[config.mk]
export PLATFORM = sky130hd
export DESIGN_NAME = i2s_rx_deserializer
export DESIGN_NICKNAME = d
export VERILOG_FILES = /design/src/rtl/i2s_rx_deserializer_pkg.sv /design/src/rtl/i2s_rx_deserializer_sync.sv /design/src/rtl/i2s_rx_deserializer.sv
export SDC_FILE = /design/constraint.sdc
export NUM_CORES = 1
export LEC_CHECK = 0
export ABC_AREA = 1
export ABC_CLOCK_PERIOD_IN_PS = 2500
export CAP_MARGIN = 25
export CORE_AREA = 2 2 121 94
export DETAILED_ROUTE_END_ITERATION = 8
export DIE_AREA = 0 0 123 96
export PLACE_DENSITY = 0.56
export SLEW_MARGIN = 20
export SYNTH_ARGS = -nofsm -noshare
export SYNTH_HDL_FRONTEND = slang
export SYNTH_SLANG_ARGS = --single-unit
[constraint.sdc]
create_clock -name clk_100 -period 2.5 [get_ports clk_100]
set_input_delay 0.375 -clock clk_100 [delete_from_list [all_inputs] [get_ports clk_100]]
set_output_delay 0.375 -clock clk_100 [all_outputs]
set_load 0.03 [all_outputs]
[src/rtl/i2s_rx_deserializer_pkg.sv]
// i2s_rx_deserializer_pkg: shared state encodings and defaults for the I2S receive path
package i2s_rx_deserializer_pkg;
  localparam int DEF_DATA_WIDTH = 24;
  localparam logic LR_LEFT = 1'b0;
  typedef enum logic [1:0] {WAIT_SYNC, SHIFT, FULL} i2s_state_t;
endpackage

[src/rtl/i2s_rx_deserializer_sync.sv]
// i2s_input_sync: multi-flop synchronizer for one async input with rising-edge detect
module i2s_input_sync #(
  parameter int SYNC_STAGES = 2
) (
  input  logic clk,
  input  logic reset,
  input  logic i_d,
  output logic o_q,
  output logic o_rise
);
  logic [SYNC_STAGES-1:0] r_chain;
  logic r_prev;
  // shift the async input through the chain and keep last synced value for edge detect
  always_ff @(posedge clk) begin
    if (reset) begin
      r_chain <= '0;
      r_prev <= 1'b0;
    end else begin
      r_chain <= {r_chain[SYNC_STAGES-2:0], i_d};
      r_prev <= r_chain[SYNC_STAGES-1];
    end
  end
  assign o_q = r_chain[SYNC_STAGES-1];
  assign o_rise = o_q & ~r_prev;
endmodule

[src/rtl/i2s_rx_deserializer.sv]
// i2s_rx_deserializer: oversampling I2S receiver recovering stereo PCM words in the clk_100 domain
module i2s_rx_deserializer
  import i2s_rx_deserializer_pkg::*;
#(
  parameter int DATA_WIDTH  = DEF_DATA_WIDTH,
  parameter int SYNC_STAGES = 2
) (
  input  logic                  clk_100,
  input  logic                  reset,
  input  logic                  i2s_bclk,
  input  logic                  i2s_lr,
  input  logic                  i2s_sdata,
  output logic [DATA_WIDTH-1:0] left_sample,
  output logic [DATA_WIDTH-1:0] right_sample,
  output logic                  sample_valid,
  output logic                  frame_err
);
  localparam int CW = $clog2(DATA_WIDTH + 1);
  logic w_bclk_rise, w_lr_s, w_sd_s, w_boundary;
  logic [2:0] w_unused;
  i2s_state_t r_state;
  logic [CW-1:0] r_cnt;
  logic [DATA_WIDTH-1:0] r_shift, r_left_hold;
  logic r_left_ok, r_lr_prev;

  i2s_input_sync #(.SYNC_STAGES(SYNC_STAGES)) u_sync_bclk (
    .clk(clk_100), .reset(reset), .i_d(i2s_bclk), .o_q(w_unused[0]), .o_rise(w_bclk_rise)
  );
  i2s_input_sync #(.SYNC_STAGES(SYNC_STAGES)) u_sync_lr (
    .clk(clk_100), .reset(reset), .i_d(i2s_lr), .o_q(w_lr_s), .o_rise(w_unused[1])
  );
  i2s_input_sync #(.SYNC_STAGES(SYNC_STAGES)) u_sync_sd (
    .clk(clk_100), .reset(reset), .i_d(i2s_sdata), .o_q(w_sd_s), .o_rise(w_unused[2])
  );

  assign w_boundary = w_lr_s != r_lr_prev;

  // channel FSM: acts on bclk rising edges only; the boundary slot is the old channel's delay bit
  always_ff @(posedge clk_100) begin
    if (reset) begin
      r_state <= WAIT_SYNC;
      r_cnt <= '0;
      r_shift <= '0;
      r_left_hold <= '0;
      r_left_ok <= 1'b0;
      r_lr_prev <= 1'b0;
      left_sample <= '0;
      right_sample <= '0;
      sample_valid <= 1'b0;
      frame_err <= 1'b0;
    end else begin
      sample_valid <= 1'b0;
      frame_err <= 1'b0;
      if (w_bclk_rise) begin
        r_lr_prev <= w_lr_s;
        if (w_boundary) r_cnt <= '0;
        case (r_state)
          WAIT_SYNC: begin
            if (w_boundary && w_lr_s == LR_LEFT) begin
              r_state <= SHIFT;
              r_left_ok <= 1'b0;
            end
          end
          SHIFT: begin
            if (w_boundary) begin
              frame_err <= 1'b0 | 1'b1;
              r_left_ok <= 1'b0;
            end else begin
              r_shift <= {r_shift[DATA_WIDTH-2:0], w_sd_s};
              r_cnt <= r_cnt + 1'b1;
              if (r_cnt == CW'(DATA_WIDTH - 1)) r_state <= FULL;
            end
          end
          FULL: begin
            if (w_boundary) begin
              r_state <= SHIFT;
              if (w_lr_s != LR_LEFT) begin
                r_left_hold <= r_shift;
                r_left_ok <= 1'b1;
              end else begin
                r_left_ok <= 1'b0;
                if (r_left_ok) begin
                  left_sample <= r_left_hold;
                  right_sample <= r_shift;
                  sample_valid <= 1'b1;
                end
              end
            end
          end
          default: r_state <= WAIT_SYNC;
        endcase
      end
    end
  end
endmodule

After elaboration in Yosys (flattened, before gate mapping)

Cells that the tools add are included.

Bits of input ports: 5
Flip-flop bits (word level): 114
Word-level logic and storage cells: 56
Output and inout bits: 50

Muxes and demuxes: 15
Reductions and logical operators: 10
Equal/unequal tests: 9
Bitwise operators: 7
Add/sub/neg operators: 1

Operator list:

| operator                                                              | count |
|---|---|
| 5-bit 2-to-1 mux                                                      | 3 |
| 5-bit AND reduction                                                   | 3 |
| 2-bit inequality test, second input constant                          | 5 |
| 2-bit 2-to-1 mux                                                      | 4 |
| 1-bit 2-to-1 mux                                                      | 6 |
| 1-bit inverter                                                        | 6 |
| 2-bit one-hot mux with 3 select lines                                 | 1 |
| 5-bit by 1-bit adder with 5-bit output, second input constant         | 1 |
| 5-bit equality test, second input constant                            | 1 |
| 5-bit OR reduction                                                    | 1 |
| 4-bit AND reduction                                                   | 1 |
| 1-bit one-hot mux with 3 select lines                                 | 1 |
| 3-bit AND reduction                                                   | 1 |
| 3-bit nonzero test                                                    | 1 |
| 3-bit OR reduction                                                    | 1 |
| 2-bit by 1-bit equality test with 1-bit output, second input constant | 1 |
| 2-bit equality test, second input constant                            | 1 |
| 2-bit zero test                                                       | 1 |
| 1-bit AND                                                             | 1 |
| 1-bit logical AND                                                     | 1 |
| 1-bit inequality test                                                 | 1 |

Logic depth before layout (Yosys ltp)

Gate-level depths: netlist of run 1.

Word-level depth: 4
Gate-level depth with buffers: 9
Gate-level depth less buffers: 9

Hierarchy

Synthesis of run 1 repeated with hierarchy kept, for this count alone.

Cells, all modules: 524
Area total of the unflattened synthesis: 4096.4 um^2

Modules (own cells, without submodules):

| module              | times used | seq. area each (um^2) | cells an instance | area each (um^2) |
|---|---|---|---|---|
| i2s_rx_deserializer | 1          | 2142.1                | 494               | 3837.4 |
| i2s_input_sync      | 3          | 60.1                  | 10                | 86.3 |

Worst setup path before layout of run 1

No wires, ideal clock.

Kind: register -> register
Start point: reg u_sync_lr.r_chain[1]
End point: reg left_sample[0]
Stages on the path, launching flop included: 9
Data arrival time: 1.394 ns
Path slack: 0.992 ns
Period minus slack after synthesis: 1.508 ns
Library setup time: 0.113 ns
Path through: dfxtp_1 -> inv_1 -> ha_1 -> nor2_2 -> nand2_2 -> buf_6 -> buf_2 -> o21ai_1 -> nor2_1

Word-level cells in the longest chain between the ends: 2

RTL lines:

| item                                                           | RTL line                       | source |
|---|---|---|
| start: declaration                                             | i2s_rx_deserializer_sync.sv:11 | `logic [SYNC_STAGES-1:0] r_chain;` |
| start signal: assignment                                       | i2s_rx_deserializer_sync.sv:19 | `r_chain <= {r_chain[SYNC_STAGES-2:0], i_d};` |
| 1-bit inequality test / 1-bit inverter (equally long branches) | --                             |  |
| 5-bit AND reduction (no source line) *                         | --                             |  |
| end signal: assignment                                         | i2s_rx_deserializer.sv:83      | `left_sample <= r_left_hold;` |
| end: declaration                                               | i2s_rx_deserializer.sv:13      | `output logic [DATA_WIDTH-1:0] left_sample,` |

Every way passes the cells marked *; elsewhere a longest branch is shown, timed or not.
A chain may end at the register's enable or synchronous reset.

Final worst setup path of run 1

Start point: reg u_sync_lr.r_chain[1]
End point: reg r_left_hold[8]

Word-level cells in the longest chain between the ends: 2

RTL lines:

| item                                   | RTL line                  | source |
|---|---|---|
| 1-bit inequality test                  | i2s_rx_deserializer.sv:36 | `assign w_boundary = w_lr_s != r_lr_prev;` |
| 4-bit AND reduction (no source line) * | --                        |  |
| end signal: assignment                 | i2s_rx_deserializer.sv:78 | `r_left_hold <= r_shift;` |
| end: declaration                       | i2s_rx_deserializer.sv:23 | `logic [DATA_WIDTH-1:0] r_shift, r_left_hold;` |

Marks and branches as above.

==> flow_summary.json, run 1 <==
{
  "status": "finished, final reports clean",
  "dp_cells": 694,
  "timing.final.max_slew_violations": 0,
  "final.setup_skew_ns": 0.00628,
  "coreArea_um2": 10700,
  "htreeDepth": 4,
  "leakage_nw": 2.12,
  "cts.sinks": 114,
  "nNetsFinal": 580,
  "top_layer": "met4",
  "grt_pass1_wl_mm": 14.8,
  "seq_area_frac_synth": 0.550,
  "relSlewSlack": 0.696,
  "cp.arrival_ns": 2.24,
  "cts-resized-gates": 0,
  "worst-path-max-fanout": 25,
  "syn_nets": 528,
  "post-route-period-util": 0.758,
  "dieArea_um2": 11800,
  "cp.required_ns": 2.84,
  "die_y_um": 96,
  "min_path_cells": 2,
  "synth_seq_cells": 114,
  "drtAntennaViolNets": 0,
  "tritoncts": "built",
  "start_util": 0.390,
  "cts-root-buf": "clkbuf_16",
  "cts_hold_buf": 0,
  "overflow": 0,
  "netlist_area_um2": 4150,
  "wl_per_cell_um": 12.1,
  "layout_commonest_cell": "nor2_1",
  "syn_to_final_growth_pct": 27.8,
  "portBuffers": 54,
  "drt_first_pass_iters": 4,
  "wirelength_mm": 8.77,
  "min_to": "u_sync_bclk.r_chain[1]$_SDFF_PP0_",
  "met1_length_mm": 4.76,
  "drc": 0,
  "tightest_slew_ns": 0.456,
  "hold_violations": 0,
  "synth_top_flop_cell": "dfxtp_1",
  "drt_iter0_markers": 203,
  "endpoint_kind": "flop",
  "tns_ns": 0,
  "ys_warn_count": 0,
  "yosysTopAreaCell": "dfxtp_1",
  "post-route-min-period_ns": 1.90,
  "peakVddDrop_mv": 0.420,
  "r2r_slack_ns": 0.60,
  "drive_gt1_frac": 0.120,
  "antenna_found_initial": 0,
  "n_antenna_cell": 0,
  "clockBufferDepth": 2,
  "p_per_area_nw_per_um2": 769,
  "ys_async_sr_fraction": 0,
  "post-cts-setup-buffer-count": 0,
  "cts_buffers": 17,
  "syn_avg_cell_area_um2": 7.97,
  "crit_type": "reg -> reg",
  "vias_per_cell": 4.53,
  "dieWidth_um": 123,
  "yosysTopAreaCellShare": 0.550,
  "synthCells": 521,
  "grt_max_degree": 44,
  "holdCritPathClass": "reg -> reg",
  "dp_hpwl_mm": 5.81,
  "cp-start-kind": "flop",
  "ys_types": 23,
  "synthTopCellsByArea": "dfxtp_1, nor2_1, o21ai_0",
  "vias": 3272,
  "reg2reg_from": "u_sync_lr.r_chain[1]$_SDFF_PP0_",
  "wl_met2_mm": 3.49,
  "rsz0062_at_grt": "false",
  "whs_ns": 0.402,
  "synth_enable_flop_cells": 0,
  "final_cells": 723,
  "hp-start": "u_sync_bclk.r_chain[0]$_SDFF_PP0_",
  "clk_pin_slew_ns": 0.05,
  "num_rows": 33,
  "met3_length_um": 428,
  "grt_usage": 0.166,
  "place_congestion": 0.749,
  "boundaryPins": 55,
  "timing.fmax_mhz": 527,
  "maxCapViolCount": 0,
  "finalSetupViolCount": 0,
  "clk_latency_ns": 0.41,
  "reg2regPathDepth": 7,
  "fillers": 1054,
  "first_global_vias": 3017,
  "r2r-end": "r_left_hold[8]$_SDFFE_PP0P_",
  "mostFrequentLayoutCells": "nor2_1, dfxtp_1, o21ai_0"
}
## through the flow
step / power (mW) / instance area (um^2) / util / setup WS, ns
5_1_grt: 4.25 / 5310 / 0.498 / 0.365
3_5_place_dp: 1.96 / 4770 / 0.448 / 0.617
6_report: 4.08 / 5310 / 0.498 / 0.604
2_1_floorplan: 1.93 / 4150 / - / 0.992
3_3_place_gp: 1.96 / 4770 / 0.448 / 0.646
4_1_cts: 4.13 / 5310 / 0.498 / 0.583
## cell usage after synthesis, drive strengths merged (2+ instances only)
cell type,n
nor2,217
a21oi,5
clkbuf,14
buf,15
nand2,18
nand3,7
dfxtp,114
nand4,3
ha,2
inv,25
o21ai,98
## worst max-delay path by stage
stage / from / end / depth (start not counted)
2_1_floorplan: u_sync_lr.r_chain[1]$_SDFF_PP0_ / left_sample[0]$_SDFFE_PP0P_ / 8
3_3_place_gp: u_sync_lr.r_chain[1]$_SDFF_PP0_ / r_left_hold[9]$_SDFFE_PP0P_ / 7
3_5_place_dp: u_sync_lr.r_chain[1]$_SDFF_PP0_ / r_left_hold[8]$_SDFFE_PP0P_ / 7
4_1_cts: u_sync_lr.r_chain[1]$_SDFF_PP0_ / r_left_hold[3]$_SDFFE_PP0P_ / 7
5_1_grt: u_sync_lr.r_chain[1]$_SDFF_PP0_ / r_left_hold[19]$_SDFFE_PP0P_ / 7
6_report: u_sync_lr.r_chain[1]$_SDFF_PP0_ / r_left_hold[8]$_SDFFE_PP0P_ / 7
## layer usage
layer | up-vias | global-route usage
met4 | 0 | 0.0928
met3 | 7 | 0.0498
met1 | 1428 | 0.241
met2 | 68 | 0.216
met5 | - | 0
li1 | 1769 | -
## sequential cells by signal, summed over array words and instances, names as in the netlist, 5 cells and up
name and count:
left_sample 24, r_left_hold 24, r_shift 24, right_sample 24, r_cnt 5
## kinds of logic after synthesis
logic type	count (synthesis)	share of synthesized area
AO/OA/AOI/OAI	104	0.126
XOR/XNOR	1	0.00211
adder cells (fa/ha/maj)	2	0.00603
buffers and inverters	54	0.0687
flip-flops	114	0.550
AND/OR/NAND/NOR	246	0.247
## cell type report
class                      instances  area, um^2  area share
clock inverter                     7        60.1      0.0113
multi-input combinational        353        1580       0.298
inverter                          25        93.8      0.0177
clock buffer                      22         474      0.0893
timing repair buffer              62         638       0.120
tap                              140         175      0.0330
sequential                       114        2280       0.430
## worst max-delay path: stages, from the launching register on
cell and delay [ns]:
dfxtp_1 0.30, inv_1 0.07, ha_1 0.36, nor2_2 0.21, nand2_2 0.28, inv_2 0.42, nor2_1 0.08, nor2_1 0.11
## power by group
group / total, mW / internal [mW] / switching [mW]
Sequential: 1.83 / 1.83 / 0.00338
Combinational: 0.0892 / 0.0329 / 0.0564
Clock: 2.16 / 1.41 / 0.750
Power figures use the tool's default switching activity.
==> inputs of run 2 (changes only) <==
- ABC_CLOCK_PERIOD_IN_PS: 2500 -> 1800
- clock period: 2.5 -> 1.8 ns (I/O delays scaled with it)
==> run 2 against run 1 <==
Net effect:
- register-to-register slack got worse by 0.49 ns
- design area increased by 2.3%
- die area unchanged
- cell count increased by 0.83%
- sequential share of layout area decreased by 0.95 points
- critical path type is now reg -> out
==> flow_summary.json, run 2 (same netlist as run 1, synthesis figures left out) <==
{
  "status": "finished, final reports clean",
  "grt_pass1_wl_mm": 15.2,
  "clk_latency_ns": 0.40,
  "endpoint_kind": "output pin",
  "boundaryPins": 55,
  "tightest_slew_ns": 0.420,
  "wl_per_cell_um": 12.4,
  "dieArea_um2": 11800,
  "drc": 0,
  "wirelength_mm": 9.04,
  "hold_violations": 0,
  "layout_commonest_cell": "nor2_1",
  "worst-path-max-fanout": 2,
  "dp_cells": 697,
  "post-cts-setup-buffer-count": 0,
  "timing.final.max_slew_violations": 0,
  "path_buf_inv": 1,
  "cts.sinks": 114,
  "cp_slowest_cell": "clkdlybuf4s50_1",
  "relSlewSlack": 0.720,
  "cp_cell_sequence": "clkdlybuf4s50_1",
  "first_global_vias": 3061,
  "cp-start-kind": "flop",
  "cts-root-buf": "clkbuf_16",
  "vias": 3379,
  "fin_total_pwr_mw": 6.11,
  "tritoncts": "built",
  "cpLargestDelayFamily": "buffers and inverters",
  "die_y_um": 96,
  "antenna_found_initial": 0,
  "drive_gt1_frac": 0.126,
  "place_ws_ns": 0.0858,
  "final_cells": 729,
  "grt_usage": 0.171,
  "rsz0062_at_grt": "false",
  "start_util": 0.390,
  "nNetsFinal": 583,
  "post-route-period-util": 0.957,
  "leakage_nw": 2.17,
  "drt_iter0_markers": 256,
  "vias_per_cell": 4.64,
  "htreeDepth": 4,
  "peakVddDrop_mv": 0.565,
  "tns_ns": 0,
  "num_rows": 33,
  "final.setup_skew_ns": 0.00640,
  "dp_hpwl_mm": 6.02,
  "final_util": 0.510,
  "holdCritPathClass": "in -> reg",
  "grt_max_degree": 79,
  "slowest_delay_ns": 0.69,
  "clk_pin_slew_ns": 0.05,
  "coreArea_um2": 10700,
  "finalSetupViolCount": 0,
  "mostFrequentLayoutCells": "nor2_1, dfxtp_1, o21ai_0",
  "portBuffers": 54,
  "n_antenna_cell": 0,
  "timing.fmax_mhz": 581,
  "maxCapViolCount": 0,
  "place_congestion": 0.846,
  "post-route-min-period_ns": 1.72,
  "dieWidth_um": 123,
  "overflow": 0,
  "cp.arrival_ns": 1.45,
  "drt_first_pass_iters": 4,
  "syn_to_final_growth_pct": 30.7,
  "cts_buffers": 17,
  "clockBufferDepth": 2,
  "r2r_slack_ns": 0.11,
  "cp.required_ns": 1.53,
  "drtAntennaViolNets": 0,
  "crit_type": "reg -> out",
  "p_per_area_nw_per_um2": 1130,
  "setup_ws_ns": 0.0781,
  "fillers": 1074
}
[run 2: cell types whose count changed in the layout (fill, tap and decap cells not counted), sizes merged]
cell	delta
clkinv	-6
bufinv	+1
buf	+3
clkbuf	+8
[run 2: repair_timing]
item	4_1_cts	5_1_grt
hold buffers	0	0
gates resized for setup	0	3
setup endpoints to repair	0	22
[run 2: stage by stage]
stage                     instance area (um^2)  hold WS (ns)
final                                     5430         0.377
after CTS                                 5420         0.356
after floorplan                           4150         0.347
after global placement                    4800         0.390
after detailed placement                  4800         0.395
after global routing                      5430         0.365
[run 2: path summary, 6_finish.rpt]
kind | from | cells past startpoint | endpoint
setup / recovery | right_sample[17]$_SDFFE_PP0P_ | 1 | right_sample[17]
setup reg to reg | u_sync_lr.r_chain[1]$_SDFF_PP0_ | 7 | right_sample[11]$_SDFFE_PP0P_
hold reg to reg | u_sync_lr.r_chain[0]$_SDFF_PP0_ | 2 | u_sync_lr.r_chain[1]$_SDFF_PP0_
hold / removal | i2s_sdata | 3 | u_sync_sd.r_chain[0]$_SDFF_PP0_
[run 2: per-layer routing]
metal / vias to the layer above / GRT usage / part of all wire
met1: 1525 / 0.245 / 0.54
met2: 72 / 0.227 / 0.41
met3: 4 / 0.0634 / 0.051
li1: 1778 / - / -
met5: - / 0 / 0
met4: 0 / 0.0739 / 0.0051
[run 2: layout make-up]
type / count / area, um^2 / share of cell area
multi-input combinational: 353 / 1590 / 0.293
sequential: 114 / 2280 / 0.420
timing repair buffer: 65 / 661 / 0.122
clock buffer: 30 / 564 / 0.104
inverter: 25 / 96.3 / 0.0178
tap: 140 / 175 / 0.0323
clock inverter: 2 / 60.1 / 0.0111
[run 2: where the power goes]
part / leakage (nW) / switching [mW] / internal [mW]
clock network: 0.307 / 1.07 / 2.37
logic: 0.941 / 0.0803 / 0.0432
registers: 0.919 / 0.00437 / 2.54
total: 2.17 / 1.16 / 4.95
==> inputs of run 3 (changes only) <==
- ABC_CLOCK_PERIOD_IN_PS: 1800 -> 1450
- PLACE_DENSITY: 0.56 -> 0.58
- clock period: 1.8 -> 1.45 ns (I/O delays scaled with it)
==> run 3 against run 2 <==
Net effect:
- wire length is 6.6% lower
- cell count is 0.96% higher
- global-route usage is 1.5 points lower
- register-to-register slack worse by 0.02 ns
- via count is 0.47% lower
- sequential cell count stayed put
- utilization is 1.1 points higher
- power is 27% higher
- count of clock-buffer cells in the layout is 10 lower
- combinational power is 36% higher
- largest power group unchanged
==> flow_summary.json, run 3 (same netlist as run 1, synthesis figures left out) <==
{
  "status": "finished, final reports clean",
  "cts.sinks": 114,
  "dp_hpwl_mm": 5.68,
  "wirelength_mm": 8.44,
  "hold_violations": 0,
  "cpLargestDelayFamily": "buffers and inverters",
  "rsz0062_at_grt": "true",
  "overflow": 0,
  "clk_latency_ns": 0.41,
  "place_congestion": 0.825,
  "crit_type": "reg -> out",
  "tns_ns": 0,
  "crit_path_start": "right_sample[12]$_SDFFE_PP0P_",
  "drive_gt1_frac": 0.159,
  "drt_first_pass_iters": 4,
  "cp.arrival_ns": 1.19,
  "cts_buffers": 17,
  "p_sw_mw": 1.55,
  "cp_slowest_cell": "clkdlybuf4s15_1",
  "reg2regPathDepth": 8,
  "grt_pass1_wl_mm": 14.0,
  "path_buf_inv": 1,
  "seq_power_share": 0.406,
  "cp.required_ns": 1.23,
  "slowest_delay_ns": 0.40,
  "place_ws_ns": -0.00285,
  "grt_usage": 0.156,
  "r2r_slack_ns": 0.09,
  "wl_per_cell_um": 11.5,
  "stdcell_area_um2": 5550,
  "holdCritPathClass": "in -> reg",
  "tritoncts": "built",
  "finalSetupViolCount": 0,
  "timing.final.max_slew_violations": 0,
  "dieArea_um2": 11800,
  "post-route-min-period_ns": 1.40,
  "syn_to_final_growth_pct": 33.6,
  "final.setup_skew_ns": 0.00786,
  "coreArea_um2": 10700,
  "drt_iter0_markers": 168,
  "cellInternalPower_mw": 6.22,
  "die_y_um": 96,
  "num_rows": 33,
  "relSlewSlack": 0.794,
  "portBuffers": 54,
  "maxCapViolCount": 0,
  "cp-start-kind": "flop",
  "critPathCapture": "right_sample[12]",
  "grt_max_degree": 63,
  "placed_area_um2": 4920,
  "final_util": 0.521,
  "layout_commonest_cell": "nor2_1",
  "reg2reg_from": "u_sync_lr.r_chain[1]$_SDFF_PP0_",
  "post-cts-setup-buffer-count": 0,
  "n_antenna_cell": 0,
  "clockBufferDepth": 2,
  "tightest_slew_ns": 0.311,
  "post-route-period-util": 0.967,
  "cts-root-buf": "clkbuf_16",
  "crit_cells": 1,
  "worst-path-max-fanout": 2,
  "antenna_found_initial": 0,
  "setup_ws_ns": 0.0473,
  "boundaryPins": 55,
  "r2r-end": "r_left_hold[16]$_SDFFE_PP0P_",
  "dieWidth_um": 123,
  "mostFrequentLayoutCells": "nor2_1, dfxtp_1, o21ai_0",
  "first_global_vias": 2949,
  "p_per_area_nw_per_um2": 1400,
  "drtAntennaViolNets": 0,
  "comb_power_share": 0.022,
  "timing.fmax_mhz": 713,
  "drc": 0,
  "peakVddDrop_mv": 0.640,
  "final_cells": 736,
  "vias_per_cell": 4.57,
  "clk_pin_slew_ns": 0.05,
  "nNetsFinal": 590,
  "dp_cells": 704,
  "endpoint_kind": "output pin",
  "clkPwrFrac": 0.573,
  "vias": 3363,
  "switching_share": 0.199,
  "cts_hold_buf": 0,
  "htreeDepth": 4,
  "leakage_nw": 2.49,
  "whs_ns": 0.318,
  "fin_total_pwr_mw": 7.78,
  "cp_cell_sequence": "clkdlybuf4s15_1",
  "start_util": 0.390,
  "min_path_cells": 3
}
## run 3: cell count changes in the layout (fill, tap and decap cells not counted), sizes merged
| cell | delta |
|---|---|
| buf | +7 |
| bufinv | +2 |
| clkbuf | -10 |
| clkdlybuf4s15 | +1 |
| clkdlybuf4s50 | -50 |
| clkinv | +3 |
| clkinvlp | +4 |
| dlygate4sd2 | +49 |
| inv | +1 |
## run 3: area by class of cell
class                           count  area [um^2]
Fill cell                        1025         5110
Sequential cell                   114         2280
Multi-Input combinational cell    353         1630
Timing Repair Buffer               72          718
Clock buffer                       20          467
Clock inverter                     12          178
Tap cell                          140          175
Inverter                           25         93.8
## run 3: how the worst min path moves through the flow
stage	start	end
after global placement	u_sync_bclk.r_chain[0]$_SDFF_PP0_	u_sync_bclk.r_chain[1]$_SDFF_PP0_
after detailed placement	u_sync_bclk.r_chain[0]$_SDFF_PP0_	u_sync_bclk.r_chain[1]$_SDFF_PP0_
after floorplan	reset	frame_err$_SDFF_PP0_
after CTS	i2s_bclk	u_sync_bclk.r_chain[0]$_SDFF_PP0_
after global routing	i2s_bclk	u_sync_bclk.r_chain[0]$_SDFF_PP0_
final	i2s_bclk	u_sync_bclk.r_chain[0]$_SDFF_PP0_
## run 3: what timing repair did
action	4_1_cts	5_1_grt
resized for setup	52	35
setup endpoints to repair	52	74
pin swaps	0	1
## run 3: power by group through the flow
stage	sequential [mW]	clock [mW]	combinational [mW]
2_1_floorplan	3.22	0	0.108
3_3_place_gp	3.22	0	0.160
3_5_place_dp	3.22	0	0.162
4_1_cts	3.15	4.54	0.163
5_1_grt	3.15	4.69	0.191
6_report	3.15	4.45	0.167
## run 3: metal layers
layer | vias to the layer above | wire, um | track usage
li1 | 1799 | - | -
met1 | 1485 | 4470 | 0.212
met2 | 63 | 3360 | 0.216
met3 | 16 | 479 | 0.0652
met4 | 0 | 124 | 0.0672
met5 | - | 0 | 0
